<file path="src/rtl/absorb_ctrl_576.sv">
`default_nettype none
// ============================================================================
//  Module   : absorb_ctrl_576
//  Purpose  : Absorb-side controller for the 576-bit-rate (72-byte) Keccak
//             path. Packs nine 64-bit message words into one block, applies
//             domain-byte / final-bit padding to the last block, inserts an
//             extra padding-only block when the message fills a block
//             exactly, and hands blocks to the permutation via full/ack.
//  Options  : define ABSORB576_BYTECNT_EN to add the msg_bytes[15:0] output
//             (saturating count of message bytes absorbed so far).
//  Revision : 1.0  initial release
// ============================================================================
module absorb_ctrl_576 #(
    parameter logic [7:0] PAD_BYTE = 8'h06,
    parameter int         WORDS    = 9
) (
    input  logic                  clk,
    input  logic                  reset,
    input  logic [63:0]           in,
    input  logic                  in_valid,
    output logic                  in_ready,
    input  logic                  is_last,
    input  logic [3:0]            byte_num,
    output logic [64*WORDS-1:0]   out,
    output logic                  out_valid,
    output logic                  out_last,
    input  logic                  f_ack
`ifdef ABSORB576_BYTECNT_EN
    ,
    output logic [15:0]           msg_bytes
`endif
);

    localparam int c_W     = 64 * WORDS;
    localparam int c_BYTES = 8 * WORDS;

    // Padding-only block: domain byte first, final bit in the last byte.
    localparam logic [c_W-1:0] c_PAD_BLK = {PAD_BYTE, {(c_W-16){1'b0}}, 8'h80};

    typedef enum logic [1:0] {
        S_FILL = 2'd0,
        S_FULL = 2'd1,
        S_PAD  = 2'd2
    } state_t;

    state_t         r_state;
    logic [3:0]     r_k;
    logic           r_pend;
    logic [c_W-1:0] r_out;
    logic           r_out_valid;
    logic           r_out_last;
    logic           r_in_ready;

    logic           w_acc;
    logic [3:0]     w_m;
    logic [6:0]     w_p;
    logic           w_last_slot;
    logic [c_W-1:0] w_fill_blk;

    assign w_acc       = in_valid & r_in_ready;
    // Byte counts above 8 are treated as a full word.
    assign w_m         = (byte_num > 4'd8) ? 4'd8 : byte_num;
    // Position of the first byte after the message within the block.
    assign w_p         = {r_k, 3'b000} + {3'b000, w_m};
    assign w_last_slot = (r_k == 4'(WORDS - 1));

    // Next block contents when a word is accepted: write slot k, and for the
    // last word also clear the tail and drop in the pad byte and final bit.
    always_comb begin
        w_fill_blk = r_out;
        for (int j = 0; j < c_BYTES; j++) begin
            if ((j / 8) == int'(r_k)) begin
                if (!is_last || (j % 8) < int'(w_m)) begin
                    w_fill_blk[c_W-1-8*j -: 8] = in[63-8*(j%8) -: 8];
                end else begin
                    w_fill_blk[c_W-1-8*j -: 8] = 8'h00;
                end
            end else if (((j / 8) > int'(r_k)) && is_last) begin
                w_fill_blk[c_W-1-8*j -: 8] = 8'h00;
            end
            if (is_last && (j == int'(w_p))) begin
                w_fill_blk[c_W-1-8*j -: 8] = PAD_BYTE;
            end
        end
        // The final bit is OR-ed so a pad byte landing on byte 71 merges.
        if (is_last && (w_p < 7'(c_BYTES))) begin
            w_fill_blk[7:0] = w_fill_blk[7:0] | 8'h80;
        end
    end

    // Control FSM: FILL collects words, FULL presents a block until acked,
    // PAD builds the extra padding-only block for exactly-full messages.
    always_ff @(posedge clk or posedge reset) begin
        if (reset) begin
            r_state     <= S_FILL;
            r_k         <= 4'd0;
            r_pend      <= 1'b0;
            r_out       <= '0;
            r_out_valid <= 1'b0;
            r_out_last  <= 1'b0;
            r_in_ready  <= 1'b1;
        end else begin
            case (r_state)
                S_FILL: begin
                    if (w_acc) begin
                        r_out <= w_fill_blk;
                        r_k   <= r_k + 4'd1;
                        if (is_last) begin
                            r_state     <= S_FULL;
                            r_out_valid <= 1'b1;
                            r_in_ready  <= 1'b0;
                            if (w_p == 7'(c_BYTES)) begin
                                // No room for padding: a pad-only block follows.
                                r_out_last <= 1'b0;
                                r_pend     <= 1'b1;
                            end else begin
                                r_out_last <= 1'b1;
                                r_pend     <= 1'b0;
                            end
                        end else if (w_last_slot) begin
                            r_state     <= S_FULL;
                            r_out_valid <= 1'b1;
                            r_in_ready  <= 1'b0;
                            r_out_last  <= 1'b0;
                            r_pend      <= 1'b0;
                        end
                    end
                end
                S_FULL: begin
                    if (f_ack) begin
                        r_out_valid <= 1'b0;
                        if (r_pend) begin
                            r_state <= S_PAD;
                        end else begin
                            r_state    <= S_FILL;
                            r_k        <= 4'd0;
                            r_in_ready <= 1'b1;
                            r_out_last <= 1'b0;
                        end
                    end
                end
                S_PAD: begin
                    r_out       <= c_PAD_BLK;
                    r_state     <= S_FULL;
                    r_out_valid <= 1'b1;
                    r_out_last  <= 1'b1;
                    r_pend      <= 1'b0;
                end
                default: begin
                    r_state     <= S_FILL;
                    r_k         <= 4'd0;
                    r_pend      <= 1'b0;
                    r_out_valid <= 1'b0;
                    r_out_last  <= 1'b0;
                    r_in_ready  <= 1'b1;
                end
            endcase
        end
    end

    assign out       = r_out;
    assign out_valid = r_out_valid;
    assign out_last  = r_out_last;
    assign in_ready  = r_in_ready;

`ifdef ABSORB576_BYTECNT_EN
    logic [15:0] r_msg_bytes;
    logic [15:0] w_add;
    logic [16:0] w_sum;

    assign w_add = is_last ? {12'd0, w_m} : 16'd8;
    assign w_sum = {1'b0, r_msg_bytes} + {1'b0, w_add};

    // Saturating message byte counter, cleared once the final block is taken.
    always_ff @(posedge clk or posedge reset) begin
        if (reset) begin
            r_msg_bytes <= 16'd0;
        end else if ((r_state == S_FULL) && f_ack && r_out_last) begin
            r_msg_bytes <= 16'd0;
        end else if (w_acc) begin
            r_msg_bytes <= w_sum[16] ? 16'hFFFF : w_sum[15:0];
        end
    end

    assign msg_bytes = r_msg_bytes;
`endif

endmodule
`default_nettype wire

</file>
<file path="config.mk">
export PLATFORM = sky130hd
export DESIGN_NAME = absorb_ctrl_576
export DESIGN_NICKNAME = d
export VERILOG_FILES = /design/src/rtl/absorb_ctrl_576.sv
export SDC_FILE = /design/constraint.sdc
export NUM_CORES = 1
export LEC_CHECK = 0
export BUFFER_PORTS_ARGS = -buffer_cell sky130_fd_sc_hd__buf_2
export CORE_AREA = 4 4 249 251
export DETAILED_ROUTE_END_ITERATION = 8
export DIE_AREA = 0 0 253 255
export HOLD_SLACK_MARGIN = 0.12
export PLACE_DENSITY = 0.74
export SLEW_MARGIN = 10
export SYNTH_ARGS = -nofsm -noshare
export SYNTH_HDL_FRONTEND = slang
export SYNTH_SLANG_ARGS = --single-unit
</file>
<file path="constraint.sdc">
create_clock -name clk -period 47.4 [get_ports clk]
set_clock_uncertainty 0.05 [all_clocks]
set_input_delay 4.74 -clock clk [delete_from_list [all_inputs] [get_ports clk]]
set_output_delay 4.74 -clock clk [all_outputs]
set_load 0.05 [all_outputs]
</file>
==> impl_metrics.json, run 1 <==
{
  "core_mm2": 0.05991,
  "clk_path_buf_depth": 3,
  "cts_num_sinks": 586,
  "gp_congestion": 0.8634,
  "grt_overflow_total": 0,
  "post-route-period-util_pct": 16.20,
  "min_from": "out[346]",
  "synth_cell_types": 79,
  "syn_avg_cell_area_um2": 10.86,
  "regToRegEndpoint": "out[510]",
  "hold_path_depth": 1,
  "port-buffer-count": 651,
  "hold_path_class": "flip-flop to flip-flop",
  "r2r_cells": 5,
  "met1_length_um": 39180,
  "numCtsBuffers": 59,
  "vias": 21490,
  "num_rows": 90,
  "wl_per_cell_um": 26.86,
  "first_pass_iters": 5,
  "grt_pass1_vias": 20740,
  "synth-async-reset-ratio_pct": 100.0,
  "yosysTopAreaCell": "dfrtp_1",
  "cp_max_fo": 17,
  "synth_edf_count": 0,
  "synth_flop_cell": "dfrtp_1",
  "p_leak_uw": 0.01561,
  "grt_pass1_wl_um": 141300,
  "grt_usage_pct": 29.29,
  "cts_tree": "yes",
  "dp.cells": 3573,
  "synthDominantCellAreaShare_pct": 60.36,
  "seq_area_mm2": 0.01467,
  "finalInstanceArea_mm2": 0.03035,
  "fin_setup_tns_ns": 0,
  "clockRootBuffer": "clkbuf_16",
  "worstHoldEndpoint": "out[346]",
  "fin_nets": 2932,
  "drt_first_iter_violations": 1921,
  "dpl.hpwl_um": 69890,
  "dieArea_mm2": 0.06452,
  "viasPerCell": 5.840,
  "path_clk_slew_ns": 0.06,
  "r2r_slack_ns": 43.15,
  "fmax_ghz": 0.1302,
  "multi_input_area_mm2": 0.009148,
  "drive_gt1_share_pct": 31.01,
  "fin_hold_ws_ns": 0.4213,
  "slew_violations": 0,
  "drc": 0,
  "cts_resized": 0,
  "io_pins": 652,
  "cts_setup_buffers": 0,
  "arrival_ns": 8.12,
  "ys_ff_latch": 586,
  "cts_hold_buf": 0,
  "relSlewSlack_pct": 12.74,
  "postSynthCellCount": 2233,
  "rsz0062_at_grt": "no",
  "synth.area.top_cells": "dfrtp_1 60%, nand2_1 7.2%, o21ai_0 5.1%, o2bb2ai_1 3.8%, o31ai_1 3.6%",
  "worst_pin_slew_ns": 1.304,
  "netlist_area_mm2": 0.02425,
  "yosys_warnings": 0,
  "antenna_found_initial": 8,
  "finalSetupViolCount": 0,
  "fp.dieH_um": 255,
  "chipWidth_um": 253,
  "grt_max_degree": 167,
  "final_antenna_net_count": 0,
  "syn-num-nets": 2313,
  "routed_wl_um": 98830,
  "drv_cap": 0,
  "wl_met3_um": 8098,
  "hold_viol": 0,
  "routed.top_layer": "met5",
  "start_util_pct": 40.48,
  "clock_latency_ns": 0.61,
  "peakVddDrop_uv": 55.27,
  "final_cells": 3680,
  "ys_seq_area_share_pct": 60.47,
  "yosysMostFrequentCell": "dfrtp_1",
  "syn_to_final_growth_pct": 25.13,
  "start_kind": "input port",
  "fillers": 5449,
  "postPlaceCellArea_mm2": 0.02828,
  "synthTopCellsByCount": "585 x dfrtp_1, 467 x nand2_1, 247 x o21ai_0, 115 x o31ai_1, 106 x o2bb2ai_1",
  "period_minus_slack_ns": 7.678,
  "critPathKind": "input port to flip-flop",
  "outcome": "complete, no violations",
  "critPathRequiredTime_ns": 47.85,
  "total_power_uw": 2348,
  "htreeDepth": 2,
  "r2r_start": "r_state[0]",
  "pwr_density_cell_mw_per_mm2": 77.37,
  "dr_wl_met2_um": 47060,
  "end_kind": "flip-flop"
}
## sequential cells by signal, summed over array words and instances (netlist names)
register and flops:
r_state 2, r_k 4, out_valid 1, r_pend 1, out_last 1, out 576, in_ready 1
## metal layers
layer / vias up / global-route usage [%]
met5: - / 0
met4: 8 / 11.54
met3: 232 / 6.046
met2: 1111 / 48.22
met1: 10820 / 38.45
li1: 9323 / -
## layout make-up
| type | instances | area share (%) |
|---|---|---|
| timing repair buffer | 679 | 11.47 |
| clock inverter | 23 | 1.245 |
| antenna | 2 | 0.01649 |
| tap | 782 | 3.224 |
| sequential | 586 | 48.32 |
| clock buffer | 82 | 5.479 |
| multi-input combinational | 1520 | 30.14 |
| inverter | 6 | 0.09895 |
## cells in the final DEF, fill, tap and decap left out, types with 15 or more instances in the layout
cell	instances
a22o_1	20
nand2_1	467
o21ai_0	247
clkbuf_16	59
a21o_1	54
buf_2	651
nor2_1	79
dfrtp_1	585
nor3_1	37
and2_1	15
a21oi_1	33
buf_4	27
mux2_2	46
a2bb2o_1	24
o22ai_1	16
nand3_1	25
o31ai_1	115
a221o_1	30
o2bb2ai_1	106
## cell families after synthesis
kind of cell | synth area share [%]
buffers and inverters | 2.301
AO/OA/AOI/OAI | 22.03
multiplexers | 2.177
flip-flops | 60.47
XOR/XNOR | 0.07224
adder cells (fa/ha/maj) | 0.3611
AND/OR/NAND/NOR | 12.59
## per-stage QoR
stage               util [%]  setup WS, ns
floorplan                  -         26.21
CTS                    50.61         39.63
global placement       47.20         38.94
global route           50.65         39.18
detailed placement     47.20         38.94
finish                 50.66         39.72
## where the power goes
group | internal, µW | switching (µW)
registers | 652 | 94.4
logic | 229 | 880
clock network | 289 | 204
## worst max path at each step
stage | from | endpoint
2_1_floorplan | reset | out[0]
3_3_place_gp | reset | out[332]
3_5_place_dp | reset | out[332]
4_1_cts | reset | out[538]
5_1_grt | reset | out[90]
6_report | byte_num[3] | out[209]
## worst max-delay path, cell delays in order
cell     delay (ns)
buf_2          0.29
ha_1           0.38
ha_1           0.50
o31ai_4        1.05
a31oi_1        0.68
mux2_2         0.47
Note: power is estimated with default switching activity, not from simulation.
==> run 2: changes to the inputs <==
- CORE_AREA: 4 4 249 251 -> 4 4 251 253
- DIE_AREA: 0 0 253 255 -> 0 0 255 257
- PLACE_DENSITY: 0.74 -> 0.76
- clock period: 47.4 -> 7 ns (I/O delays scaled with it)
==> impl_metrics.json, run 2 (same netlist as run 1, synthesis figures left out) <==
{
  "viasPerCell": 5.893,
  "pre_cts_slack_ns": 2.937,
  "multi_input_area_mm2": 0.009135,
  "cts_hold_buf": 0,
  "gp_congestion": 0.8540,
  "critPathRequiredTime_ns": 7.48,
  "critPathKind": "flip-flop to flip-flop",
  "start_util_pct": 39.74,
  "drt_first_iter_violations": 2020,
  "slew_violations": 0,
  "relSlewSlack_pct": 19.71,
  "vias": 21850,
  "period_minus_slack_ns": 3.880,
  "regToRegEndpoint": "out[446]",
  "cp_max_fo": 27,
  "hold_path_class": "input port to asynchronous set/reset pin",
  "fp.dieH_um": 257,
  "total_power_uw": 16150,
  "p_leak_uw": 0.01577,
  "grt_pass1_wl_um": 145700,
  "numCtsBuffers": 66,
  "worst_slack_ns": 3.120,
  "fillers": 5497,
  "r2r_start": "r_k[2]",
  "cts_resized": 0,
  "fmax_ghz": 0.2577,
  "worst_pin_slew_ns": 1.199,
  "post-route-period-util_pct": 55.43,
  "final_common_cell": "buf_2",
  "end_kind": "flip-flop",
  "dieArea_mm2": 0.06554,
  "pwr_density_cell_mw_per_mm2": 527.4,
  "num_rows": 91,
  "drive_gt1_share_pct": 31.43,
  "dpl.hpwl_um": 70570,
  "fin_nets": 2947,
  "seq_area_mm2": 0.01467,
  "peakVddDrop_uv": 309.6,
  "clockRootBuffer": "clkbuf_16",
  "diodes": 0,
  "drv_cap": 0,
  "grt_pass1_vias": 21740,
  "critPathCapture": "out[446]",
  "hold_viol": 0,
  "wl_per_cell_um": 27.04,
  "path_clk_slew_ns": 0.06,
  "routed_wl_um": 100300,
  "drc": 0,
  "cts_tree": "yes",
  "io_pins": 652,
  "final_cell_mix": "651 x buf_2, 585 x dfrtp_1, 467 x nand2_1",
  "antenna_found_initial": 6,
  "grt_overflow_total": 0,
  "outcome": "complete, no violations",
  "port-buffer-count": 651,
  "htreeDepth": 3,
  "start_kind": "flip-flop",
  "chipWidth_um": 255,
  "largest_reg_flops": 576,
  "rsz0062_at_grt": "no",
  "finalSetupViolCount": 0,
  "grt_max_degree": 181,
  "utilization_pct": 50.18,
  "cts_num_sinks": 586,
  "grt_usage_pct": 29.69,
  "arrival_ns": 4.36,
  "clock_latency_ns": 0.59,
  "crit_start": "r_k[2]",
  "clk_path_buf_depth": 3,
  "final_antenna_net_count": 0,
  "r2r_slack_ns": 3.12,
  "first_pass_iters": 6,
  "syn_to_final_growth_pct": 26.26,
  "r2r_cells": 6,
  "cts_setup_buffers": 0,
  "core_mm2": 0.06103
}
## run 2: changes by cell type in the layout (fill, tap and decap cells not counted), moves of 4 or more
cell	before	now
inv_6	1	6
buf_4	27	33
bufinv_16	8	4
clkbuf_16	59	68
clkbuf_8	10	17
## run 2: through the flow
stage	setup TNS (ns)	hold slack (ns)	cell area [µm²]	std cells
5_1_grt	0	0.2726	30620	3708
6_report	0	0.2776	30620	3708
3_3_place_gp	0	0.4037	28370	3589
2_1_floorplan	-1015.90	0.4391	24260	2233
4_1_cts	0	0.2370	30610	3708
3_5_place_dp	0	0.4098	28370	3589
## run 2: final cells by class
cell class	count	area share (%)
multi-input combinational	1520	29.83
sequential	586	47.89
clock inverter	20	0.8294
tap	790	3.228
clock buffer	99	6.492
inverter	6	0.08580
timing repair buffer	687	11.64
## run 2: per-layer routing
layer | global-route usage, % | share of wire [%] | vias up
met3 | 7.216 | 8.3 | 306
li1 | - | - | 9364
met4 | 13.53 | 5.4 | 8
met1 | 38.10 | 39 | 11000
met2 | 47.78 | 47 | 1171
met5 | 0 | 0.059 | -
## run 2: how the worst min path moves through the flow
stage,from,to,slack [ns],cells past startpoint
6_report,reset,out[183],0.28,2
5_1_grt,in_valid,in_ready,0.27,2
4_1_cts,in_valid,in_ready,0.24,2
3_5_place_dp,out[393],out[393],0.41,1
3_3_place_gp,out[393],out[393],0.40,1
2_1_floorplan,r_pend,r_state[1],0.44,2
## run 2: report_power, final
group / switching, µW / total, µW / internal, µW
combinational: 5960 / 7520 / 1560
clock: 1450 / 3580 / 2130
sequential: 638 / 5050 / 4420
## run 2: worst max-delay path, cell delays in order (launching register included)
cell and delay, ns:
dfrtp_1 0.64, nor2_1 0.60, nand3_1 0.72, or2_2 0.80, buf_4 0.36, or2_2 0.42
o2bb2ai_1 0.21
